**src/rtl/sprite_pkg.sv**
```systemverilog
// Sprite ROM address/word layout shared by the sprite renderers and the ROM arbiter.
// Holds tile geometry, the ROM word field positions and the sprite id table.
package sprite_pkg;

    localparam int TILE_SIZE   = 16;
    localparam int SPRITE_ID_W = 4;
    localparam int PIX_IDX_W   = 8;
    localparam int SPR_ADDR_W  = SPRITE_ID_W + PIX_IDX_W;
    localparam int SPR_DATA_W  = 13;

    // ROM word: {mask, r[3:0], g[3:0], b[3:0]}
    localparam int MASK_BIT = 12;
    localparam int R_HI = 11, R_LO = 8;
    localparam int G_HI = 7,  G_LO = 4;
    localparam int B_HI = 3,  B_LO = 0;

    typedef enum logic [SPRITE_ID_W-1:0] {
        SPR_DOT          = 4'd0,
        SPR_BIG_DOT      = 4'd1,
        SPR_PACMAN_F1    = 4'd2,
        SPR_PACMAN_F2    = 4'd3,
        SPR_GHOST_F1     = 4'd4,
        SPR_GHOST_F2     = 4'd5,
        SPR_EYE_UP       = 4'd6,
        SPR_EYE_DOWN     = 4'd7,
        SPR_EYE_LEFT     = 4'd8,
        SPR_EYE_RIGHT    = 4'd9,
        SPR_SCLERA_UP    = 4'd10,
        SPR_SCLERA_DOWN  = 4'd11,
        SPR_SCLERA_LEFT  = 4'd12,
        SPR_SCLERA_RIGHT = 4'd13
    } sprite_id_e;

    typedef struct packed {
        logic       mask;
        logic [3:0] r;
        logic [3:0] g;
        logic [3:0] b;
    } sprite_px_t;

    function automatic logic [SPR_ADDR_W-1:0] sprite_addr(input sprite_id_e id,
                                                          input logic [PIX_IDX_W-1:0] pix);
        return {id, pix};
    endfunction

endpackage

```
**src/rtl/sprite_arb_pick.sv**
```systemverilog
// Picks one of the low-priority requesters 1..NUM_REQ-1 as a one-hot vector.
// SPRITE_ARB_RR_EN selects round-robin from a start pointer; otherwise lowest index wins.
module sprite_arb_pick #(
    parameter int NUM_REQ = 4,
    parameter int PTR_W   = 2
) (
    input  logic [NUM_REQ-1:1] pend_i,
`ifdef SPRITE_ARB_RR_EN
    input  logic [PTR_W-1:0]   ptr_i,
`endif
    output logic [NUM_REQ-1:1] pick_o
);

`ifdef SPRITE_ARB_RR_EN
    always_comb begin
        logic found;
        int   start;
        int   idx;
        pick_o = '0;
        found  = 1'b0;
        start  = int'(ptr_i);
        // The pointer never legally holds 0 or an out-of-range index; fall back to 1.
        if (start < 1 || start > NUM_REQ - 1) start = 1;
        for (int off = 0; off < NUM_REQ - 1; off++) begin
            idx = ((start - 1 + off) % (NUM_REQ - 1)) + 1;
            if (!found && pend_i[idx]) begin
                pick_o[idx] = 1'b1;
                found       = 1'b1;
            end
        end
    end
`else
    always_comb begin
        logic found;
        pick_o = '0;
        found  = 1'b0;
        for (int i = 1; i < NUM_REQ; i++) begin
            if (!found && pend_i[i]) begin
                pick_o[i] = 1'b1;
                found     = 1'b1;
            end
        end
    end
`endif

endmodule

```
**src/rtl/sprite_rom_arbiter.sv**
```systemverilog
// Time-multiplexes one single-port sprite ROM across NUM_REQ requesters, index 0 preferred.
// Build option SPRITE_ARB_RR_EN: round-robin among requesters 1..N-1 (default: fixed priority).
module sprite_rom_arbiter
    import sprite_pkg::*;
#(
    parameter int NUM_REQ    = 4,
    parameter int ADDR_W     = SPR_ADDR_W,
    parameter int DATA_W     = SPR_DATA_W,
    parameter int ROM_LAT    = 1,
    parameter int STARVE_MAX = 15
) (
    input  logic                      clk,
    input  logic                      rst,
    input  logic [NUM_REQ-1:0]        req,
    input  logic [NUM_REQ*ADDR_W-1:0] req_addr,
    output logic [NUM_REQ-1:0]        gnt,
    output logic                      rom_en,
    output logic [ADDR_W-1:0]         rom_addr,
    input  logic [DATA_W-1:0]         rom_data,
    output logic [NUM_REQ-1:0]        rsp_valid,
    output logic [DATA_W-1:0]         rsp_data
);

    localparam int PTR_W = $clog2(NUM_REQ);

    logic [7:0]         starve_q, starve_d;
    logic               lo_pend;
    logic               force_slot;
    logic [NUM_REQ-1:1] lo_pick;
    logic [NUM_REQ-1:0] tag_q [ROM_LAT];

    assign lo_pend    = |req[NUM_REQ-1:1];
    assign force_slot = req[0] & lo_pend & (starve_q == 8'(STARVE_MAX));

`ifdef SPRITE_ARB_RR_EN
    logic [PTR_W-1:0] rr_ptr_q, rr_ptr_d;

    sprite_arb_pick #(.NUM_REQ(NUM_REQ), .PTR_W(PTR_W)) u_pick (
        .pend_i (req[NUM_REQ-1:1]),
        .ptr_i  (rr_ptr_q),
        .pick_o (lo_pick)
    );

    always_comb begin
        rr_ptr_d = rr_ptr_q;
        for (int k = 1; k < NUM_REQ; k++) begin
            if (gnt[k]) rr_ptr_d = (k == NUM_REQ - 1) ? PTR_W'(1) : PTR_W'(k + 1);
        end
    end

    always_ff @(posedge clk) begin
        if (rst) rr_ptr_q <= PTR_W'(1);
        else     rr_ptr_q <= rr_ptr_d;
    end
`else
    sprite_arb_pick #(.NUM_REQ(NUM_REQ), .PTR_W(PTR_W)) u_pick (
        .pend_i (req[NUM_REQ-1:1]),
        .pick_o (lo_pick)
    );
`endif

    always_comb begin
        gnt = '0;
        if (!rst) begin
            if (req[0] && !force_slot) gnt[0] = 1'b1;
            else if (lo_pend)          gnt[NUM_REQ-1:1] = lo_pick;
        end
    end

    always_comb begin
        rom_addr = '0;
        for (int i = 0; i < NUM_REQ; i++) begin
            if (gnt[i]) rom_addr = rom_addr | req_addr[i*ADDR_W +: ADDR_W];
        end
    end

    assign rom_en = |gnt;

    // Counts display-pipe wins over waiting renderers; saturates so the forced slot holds.
    always_comb begin
        starve_d = starve_q;
        if (gnt[0] && lo_pend) begin
            if (starve_q < 8'(STARVE_MAX)) starve_d = starve_q + 8'd1;
        end else if ((|gnt[NUM_REQ-1:1]) || !lo_pend) begin
            starve_d = '0;
        end
    end

    always_ff @(posedge clk) begin
        if (rst) begin
            starve_q <= '0;
            for (int s = 0; s < ROM_LAT; s++) tag_q[s] <= '0;
        end else begin
            starve_q <= starve_d;
            tag_q[0] <= gnt;
            for (int s = 1; s < ROM_LAT; s++) tag_q[s] <= tag_q[s-1];
        end
    end

    // Masked during rst so a read issued just before reset never surfaces.
    assign rsp_valid = rst ? '0 : tag_q[ROM_LAT-1];
    assign rsp_data  = (|rsp_valid) ? rom_data : '0;

endmodule

```
**config.mk**
```make
export PLATFORM = sky130hd
export DESIGN_NAME = sprite_rom_arbiter
export DESIGN_NICKNAME = d
export VERILOG_FILES = /design/src/rtl/sprite_pkg.sv /design/src/rtl/sprite_arb_pick.sv /design/src/rtl/sprite_rom_arbiter.sv
export SDC_FILE = /design/constraint.sdc
export NUM_CORES = 1
export LEC_CHECK = 0
export ABC_AREA = 1
export ABC_CLOCK_PERIOD_IN_PS = 2400
export CAP_MARGIN = 25
export CORE_AREA = 2 2 64 66
export DETAILED_ROUTE_END_ITERATION = 10
export DIE_AREA = 0 0 66 68
export GPL_ROUTABILITY_DRIVEN = 0
export PLACE_DENSITY = 0.88
export SLEW_MARGIN = 10
export SYNTH_ARGS = -nofsm -noshare
export SYNTH_HDL_FRONTEND = slang
export SYNTH_SLANG_ARGS = --single-unit
```
**constraint.sdc**
```tcl
create_clock -name clk -period 2.4 [get_ports clk]
set_input_delay 0.72 -clock clk [delete_from_list [all_inputs] [get_ports clk]]
set_output_delay 0.72 -clock clk [all_outputs]
set_load 0.05 [all_outputs]
```
# Word-level counts from Yosys, hierarchy flattened
# Memory sizes are Yosys's and may differ from the RTL's.
# Cells that the tools add are included.
classes:
  reduce_logical: 16
  eq_ne: 2
  add_sub_neg: 1
  order_cmp: 1
  mux: 22
  n_bitwise: 5
op_table:
  columns: ["op", "n"]
  rows:
  - ["12-bit two-way mux", 4]
  - ["12-bit OR", 3]
  - ["8-bit two-way mux", 3]
  - ["13-bit two-way mux", 1]
  - ["4-bit two-way mux", 3]
  - ["4-bit OR reduction", 3]
  - ["1-bit two-way mux", 9]
  - ["8-bit by 1-bit adder with 8-bit output, second input constant", 1]
  - ["8-bit by 4-bit equality test with 1-bit output, second input constant", 1]
  - ["8-bit by 4-bit less-than comparator with 1-bit output, second input constant", 1]
  - ["3-bit two-way mux", 2]
  - ["3-bit OR reduction", 2]
  - ["1-bit logical AND", 4]
  - ["1-bit logical NOT", 4]
  - ["1-bit AND", 2]
  - ["2-bit by 1-bit inequality test with 1-bit output, second input constant", 1]
  - ["2-bit AND reduction", 1]
  - ["2-bit nonzero test", 1]
  - ["1-bit logical OR", 1]
totals:
  word_cells: 49
  memories: 1
  register_bits: 8
  ramBits: 4
mem_list:
  columns: ["memory", "depth", "word_bits", "read_ports", "rd_ports_with_merged_regs", "wr", "line_no", "source"]
  rows:
  - ["tag_q", 1, 4, 1, 0, 1, "sprite_rom_arbiter.sv:30", "logic [NUM_REQ-1:0] tag_q [ROM_LAT];"]

# Logic depth before layout (Yosys ltp)
# Gate-level depths: netlist of the first run.
depth:
  word_depth: 17
  depth_mapped: 11
  mapped_depth_nobuf: 11

# By module
# A second synthesis of the first run with hierarchy kept.
unflattened:
  cells_unflattened: 189
  hier_area_um2: 1094.8
modules_own_cells:
  columns: ["mod", "instances", "area_per_inst_um2", "cells_each"]
  rows:
  - ["sprite_rom_arbiter", 1, 1067.3, 184]
  - ["sprite_arb_pick", 1, 27.5, 5]

# Worst setup path after synthesis of the first run
# Ideal clock, no wire load.
synth_path:
  kind: "input-to-output"
  startpoint: "input rst"
  endpoint: "output rsp_data[10]"
  setup_slack_ns: -0.928
  arrival_time_ns: 2.608
  path_stages: 5
  path_cell_list: "buf_6 > nor2_1 > nor4_4 > buf_4 > nor2_1"
synth_between:
  elab_chain_cells: 3
synth_lines:
  columns: ["item", "line_no", "source"]
  rows:
  - ["start: declaration", "sprite_rom_arbiter.sv:13", "input logic rst,"]
  - ["4-bit two-way mux", "sprite_rom_arbiter.sv:101", "assign rsp_valid = rst ? '0 : tag_q[ROM_LAT-1];"]
  - ["named net rsp_valid[0]", "sprite_rom_arbiter.sv:20", "output logic [NUM_REQ-1:0] rsp_valid,"]
  - ["4-bit OR reduction", "sprite_rom_arbiter.sv:102", "assign rsp_data = (|rsp_valid) ? rom_data : '0;"]
  - ["13-bit two-way mux", "sprite_rom_arbiter.sv:102", null]
  - ["end: declaration", "sprite_rom_arbiter.sv:21", "output logic [DATA_W-1:0] rsp_data"]
# The timed path passes the listed nets, and every way through them passes these cells.

# Worst setup path in the final report of the first run
layout_path:
  startpoint: "input req[3]"
  endpoint: "output rom_addr[6]"
layout_between:
  elab_chain_cells: 14
layout_lines:
  columns: ["item", "line_no", "source"]
  rows:
  - ["start: declaration", "sprite_rom_arbiter.sv:14", "input logic [NUM_REQ-1:0] req,"]
  - ["3-bit OR reduction", "sprite_rom_arbiter.sv:32", "assign lo_pend = |req[NUM_REQ-1:1];"]
  - ["1-bit AND (2 in a row)", "sprite_rom_arbiter.sv:33", "assign force_slot = req[0] & lo_pend & (starve_q == 8'(STARVE_MAX));"]
  - ["1-bit logical NOT", "sprite_rom_arbiter.sv:65", "if (req[0] && !force_slot) gnt[0] = 1'b1;"]
  - ["1-bit logical AND", "sprite_rom_arbiter.sv:65", null]
  - ["1-bit two-way mux", "sprite_rom_arbiter.sv:65", null]
  - ["4-bit two-way mux *", "sprite_rom_arbiter.sv:64", "if (!rst) begin"]
  - ["12-bit two-way mux", "sprite_rom_arbiter.sv:73", "if (gnt[i]) rom_addr = rom_addr | req_addr[i*ADDR_W +: ADDR_W];"]
  - ["12-bit OR", "sprite_rom_arbiter.sv:73", null]
  - ["12-bit two-way mux", "sprite_rom_arbiter.sv:73", null]
  - ["12-bit OR", "sprite_rom_arbiter.sv:73", null]
  - ["12-bit two-way mux", "sprite_rom_arbiter.sv:73", null]
  - ["12-bit OR", "sprite_rom_arbiter.sv:73", null]
  - ["12-bit two-way mux *", "sprite_rom_arbiter.sv:73", null]
  - ["end: declaration", "sprite_rom_arbiter.sv:18", "output logic [ADDR_W-1:0] rom_addr,"]
# Mark *: on every way between the ends. The rest lies on a longest branch, timed or not.

==> results.md, run 1 <==
* Outcome: finished with violations
* Failing checks: negative setup slack
* Clock Sinks at 12
* Setup TNS at -3200 ps
* Cell Rows at 23
* Via count at 1694
* Drc violations at 0
* # port buffers at 100
* Die area at 0.00449 mm2
* Internal power at 0.592 mW
* HP Class: reg2reg
* Drt initial violations at 75
* # IOs at 101
* Clk_skew at 5.03 ps
* Pleak at 1.31 nW
* Fin crit share at 108%
* Filler Cell Count at 235
* Placed inst area at 0.00269 mm2
* Clock network fraction of total power at 19.8%
* Post-Route Utilization at 78.3%
* Vias per cell at 4.73
* Placed wire-length estimate at 3570 um
* Final #Nets at 378
* Starting Density at 29.0%
* Pre-CTS setup slack at -693 ps
* GRT overflow at 0
* Final non-filler cell total at 358
* Synthesized instance count at 179
* Detail Route Antenna Nets at 0
* H-tree depth at 1
* Finished Cell Area at 0.00302 mm2
* Largest net degree at the start of global routing at 14
* Synth Area in Compound Gates at 3.02%
* Setup ws final at -194 ps
* Max Cap Viol at 0
* Slew headroom at 75.6%
* Reg2reg start: starve_q[1]
* Vias in the first global route at 1596
* CTS root buf: clkbuf_8
* Worst Hold Launch: starve_q[6]
* Per-cell routed wire length at 15.3 um
* Average cell area after synthesis at 6.24 um2
* Layout area overhead at 170%
* Startpoint types: input pin
* Clock Tree Buf Depth at 2
* Layout cells sized above 1 at 47.4%
* Skew-Pair Late Insertion Delay at 250 ps
* Switching share of power at 38.3%
* Fmax at 385 MHz
* CP Max Fanout at 7
* Commonest non-fill, non-tap cell in the layout: clkdlybuf4s50_1
* Power density cells at 318 mW/mm2
* Critical path arrival at 1870 ps
* Adder-Cell Fraction of Synth Area at 1.12%
* Synth warnings at 0
* Slew @ Worst Pin at 363 ps
* Xor/xnor cell area share of the yosys netlist at 0%
* GR Util All Layers at 21.7%
* CTS tree: yes
* Ant diodes at 0
* Sw power at 0.367 mW
* Crit path from: req[3]
* Combinational power share at 58.0%
* Max Slew Vio Count at 0
* Commonest non-fill, non-tap cells in the layout: clkdlybuf4s50_1 (61), nand2_1 (34), inv_1 (25), buf_4 (25), buf_12 (22)
* Synth cell types at 25
* Total Power at 0.959 mW
* Mux cell area share after synthesis at 0%
* Main combinational cell family by area after synthesis: simple AND/OR/NAND/NOR gates
* Flops & latches, synth at 12
* Req. time, crit path at 1680 ps
* First-pass GRT wire length at 7400 um
* Synthesized area at 0.00112 mm2
* Critical path capture point type: primary output
* Initial antenna violation count at 0
* CTS Buf Count at 3
* Chip Width at 66 um
* Final Hold Viols at 0
* Simple-Gate Fraction of Synth Area at 57.6%
* Sequential share of power at 22.2%
* Register area share after synthesis at 21.5%
* Mapped Nets at 247
* Post-layout minimum cycle time at 2590 ps
* Placed insts at 347
* First-pass DRT Iterations at 4
* Die Span Y at 68 um
* Crit Path Category: in2out
* Core area at 0.00386 mm2
* RSZ-0062 raised after global routing: yes
* Clock transition at path regs at 50 ps
* WHS at 484 ps
* DRT Wirelength at 5490 um
* Peak supply drop at 0.260 mV
* Setup Viol. Count Final at 28
-- registers in the layout, summed over array words and instances, names as in the netlist --
register,count
tag_q,4
starve_q,8
-- cells in the mapped netlist, drive strengths merged --
| master | count | area share (%) |
|---|---|---|
| buf | 6 | 4.8 |
| nor2 | 28 | 10 |
| nor3 | 3 | 1.3 |
| dfxtp | 12 | 22 |
| a21oi | 4 | 1.8 |
| o21ai | 2 | 1.2 |
| nor4 | 1 | 1.9 |
| ha | 1 | 1.1 |
| nand2 | 63 | 25 |
| nand3 | 9 | 7.8 |
| inv | 32 | 11 |
| clkinv | 2 | 0.78 |
| nor3b | 4 | 4.5 |
| nand4 | 12 | 6.7 |
-- power by group through the flow --
stage	Combinational (mW)	Sequential [mW]	Clock (mW)
2_1_floorplan	0.242	0.215	0
3_3_place_gp	0.496	0.215	0
3_5_place_dp	0.503	0.215	0
4_1_cts	0.544	0.211	0.193
5_1_grt	0.580	0.213	0.203
6_report	0.556	0.213	0.190
-- area by class of cell --
cell class | count | area, um2 | area share, %
clock buffers | 3 | 41.3 | 1.37
well taps | 50 | 62.6 | 2.07
repair buffers | 131 | 1520 | 50.2
multi-input cells | 127 | 947 | 31.4
flip-flops and latches | 12 | 245 | 8.13
inverters | 34 | 196 | 6.51
repair inverters | 1 | 8.76 | 0.290
-- path summary, 6_finish.rpt --
path                  to  slack (ps)  depth (start not counted)
max          rom_addr[6]        -190                         11
min          starve_q[6]         480                          1
min reg2reg  starve_q[6]         480                          1
max reg2reg  starve_q[2]         500                         13
-- repair_timing --
action                     in CTS  in global routing
setup endpoints to repair      34                 28
hold buffers                    0                  0
gates resized for setup        63                 21
pin swaps                      11                 10
cloned                          2                  0
setup buffers                   3                  4
-- per-layer routing --
layer  GRT usage, %  routed length, um  vias to the layer above
met3           4.93                348                        9
met2           42.4               3060                       66
met1           23.1               1970                      807
met4           6.89                106                        0
met5              0                  0                        -
li1               -                  -                      812
-- logic make-up (layout without fill, tap and decap cells) --
logic type,after synthesis,in the layout
and+or+nand+nor,120,120
AOI/OAI and AO/OA,6,6
buffers and inverters,40,169
DFF,12,12
adders and majority gates,1,1
-- critical path: stages --
cell and delay (ps):
buf_6 90, buf_6 110, inv_8 40, nand3_4 60, nand2_4 100, buf_6 110, nand3_4 120, inv_8 130
nand2_2 60, nand4_1 150, buf_12 160
No activity file was read; power rests on OpenSTA's default activity.
==> inputs of run 2 (changes only) <==
--- a/config.mk
+++ b/config.mk
@@ -6,13 +6,13 @@
 export NUM_CORES = 1
 export LEC_CHECK = 0
 export ABC_AREA = 1
-export ABC_CLOCK_PERIOD_IN_PS = 2400
+export ABC_CLOCK_PERIOD_IN_PS = 3050
 export CAP_MARGIN = 25
-export CORE_AREA = 2 2 64 66
+export CORE_AREA = 2 2 61 63
 export DETAILED_ROUTE_END_ITERATION = 10
-export DIE_AREA = 0 0 66 68
+export DIE_AREA = 0 0 63 65
 export GPL_ROUTABILITY_DRIVEN = 0
-export PLACE_DENSITY = 0.88
+export PLACE_DENSITY = 0.95
 export SLEW_MARGIN = 10
 export SYNTH_ARGS = -nofsm -noshare
 export SYNTH_HDL_FRONTEND = slang
==> constraint.sdc (replaced) <==
create_clock -name clk -period 3.05 [get_ports clk]
set_input_delay 0.915 -clock clk [delete_from_list [all_inputs] [get_ports clk]]
set_output_delay 0.915 -clock clk [all_outputs]
set_load 0.05 [all_outputs]
==> results.md, run 2 (synthesized netlist as in run 1, its figures left out) <==
* Die area at 0.00410 mm2
* Post-layout minimum cycle time at 2990 ps
* CP Max Fanout at 7
* Ant diodes at 0
* Crit Path Category: in2out
* Layout cells sized above 1 at 39.9%
* Slew headroom at 81.5%
* Flip-flop count of the largest register after layout at 8
* Largest Register: starve_q
* Fin crit share at 97.9%
* Clk_skew at 3.18 ps
* Peak supply drop at 0.231 mV
* Hold Buf Count CTS at 0
* First-pass DRT Iterations at 4
* Setup TNS at 0 ps
* Outcome: finished, final reports clean
* Worst path max stage delay at 170 ps
* Via count at 1723
* DRT Wirelength at 5480 um
* Power density cells at 243 mW/mm2
* Chip Width at 63 um
* Clock transition at path regs at 70 ps
* Starting Density at 32.0%
* H-tree depth at 1
* Placed wire-length estimate at 4030 um
* Final Hold Viols at 0
* First-pass GRT wire length at 7970 um
* Final #Nets at 376
* Commonest non-fill, non-tap cell in the layout: clkdlybuf4s50_1
* Filler Cell Count at 220
* Vias per cell at 4.87
* GR Util All Layers at 25.2%
* Req. time, crit path at 2130 ps
* Setup ws final at 64.3 ps
* Final non-filler cell total at 354
* Max Cap Viol at 0
* Initial antenna violation count at 0
* Critical path arrival at 2070 ps
* Clock Sinks at 12
* Drt initial violations at 69
* GRT overflow at 0
* Startpoint types: input pin
* CP bufs+invs at 5
* Placed inst area at 0.00253 mm2
* Biggest regs: starve_q: 8 flops, tag_q: 4 flops
* Layout area overhead at 147%
* Skew-Pair Late Insertion Delay at 280 ps
* Clock Tree Buf Depth at 2
* Die Span Y at 65 um
* Slew @ Worst Pin at 277 ps
* Per-cell routed wire length at 15.5 um
* Commonest non-fill, non-tap cells in the layout: clkdlybuf4s50_1 (61), nand2_1 (51), inv_1 (25), buf_4 (24), buf_12 (23)
* CP top delay family: simple AND/OR/NAND/NOR gates
* Max Slew Vio Count at 0
* # IOs at 101
* Crit path cell chain: buf_2 -> clkinv_2 -> nand3_4 -> nand2_4 -> nand2_8 -> nand2_8 -> buf_12 -> inv_4 -> nand2_1 -> nand4_1 -> buf_12
* Drc violations at 0
* HP Class: reg2reg
* CTS Buf Count at 3
* CTS root buf: clkbuf_4
* # port buffers at 100
* Core area at 0.00350 mm2
* CTS tree: yes
* Finished Cell Area at 0.00276 mm2
* Total Power at 0.672 mW
* WHS at 487 ps
* Largest net degree at the start of global routing at 15
* Detail Route Antenna Nets at 0
* Post-Route Utilization at 78.9%
* Pleak at 1.25 nW
* Cell Rows at 22
* Placed insts at 342
* RSZ-0062 raised after global routing: no
* Pre-CTS setup slack at -387 ps
* Critical path capture point type: primary output
* Worst path slowest cell: nand4_1
* Fmax at 335 MHz
* Setup Viol. Count Final at 0
* Vias in the first global route at 1698
## run 2: cell count changes in the layout (fill, tap and decap cells not counted), moves of 4 or more
| cell | change |
|---|---|
| buf_6 | -4 |
| nand2_1 | +17 |
| nor2_4 | -13 |
| inv_8 | -4 |
| nand2_2 | -16 |
| nor2_2 | +12 |
## run 2: worst paths after layout
| path | startpoint | to | slack [ps] | cells after the start |
|---|---|---|---|---|
| worst max-delay path | req[1] | rom_addr[4] | 60 | 11 |
| worst min-delay path | starve_q[7] | starve_q[7] | 490 | 1 |
| worst max register to register | starve_q[0] | starve_q[5] | 1080 | 12 |
| worst min register to register | starve_q[7] | starve_q[7] | 490 | 1 |
## run 2: area by class of cell
type	count	area, um2	area share [%]
Inverter	34	145	5.26
Multi-Input combinational cell	127	806	29.2
Clock buffer	3	22.5	0.816
Sequential cell	12	240	8.71
Tap cell	48	60.1	2.18
Timing Repair Buffer	128	1470	53.3
Timing Repair inverter	2	15.0	0.544
## run 2: power breakdown
group	total (mW)	leakage (nW)	switching [mW]	internal, mW
logic	0.409	1.13	0.203	0.206
registers	0.166	0.0978	0.00409	0.162
clock network	0.0969	0.0138	0.0511	0.0458
## run 2: repair_timing
action | CTS | global route
buffers inserted | 2 | 4
cloned | 3 | 0
resized for setup | 41 | 6
endpoints found under the setup margin | 30 | 12
pin swaps | 8 | 7
## run 2: routing by layer
layer | routed length [um] | track usage (%) | share of wire (%) | up-vias
met2 | 2930 | 49.2 | 53 | 91
met4 | 231 | 10.0 | 4.2 | 0
met3 | 474 | 7.12 | 8.6 | 22
li1 | - | - | - | 805
met1 | 1840 | 24.8 | 34 | 805
met5 | 0 | 0 | 0 | -
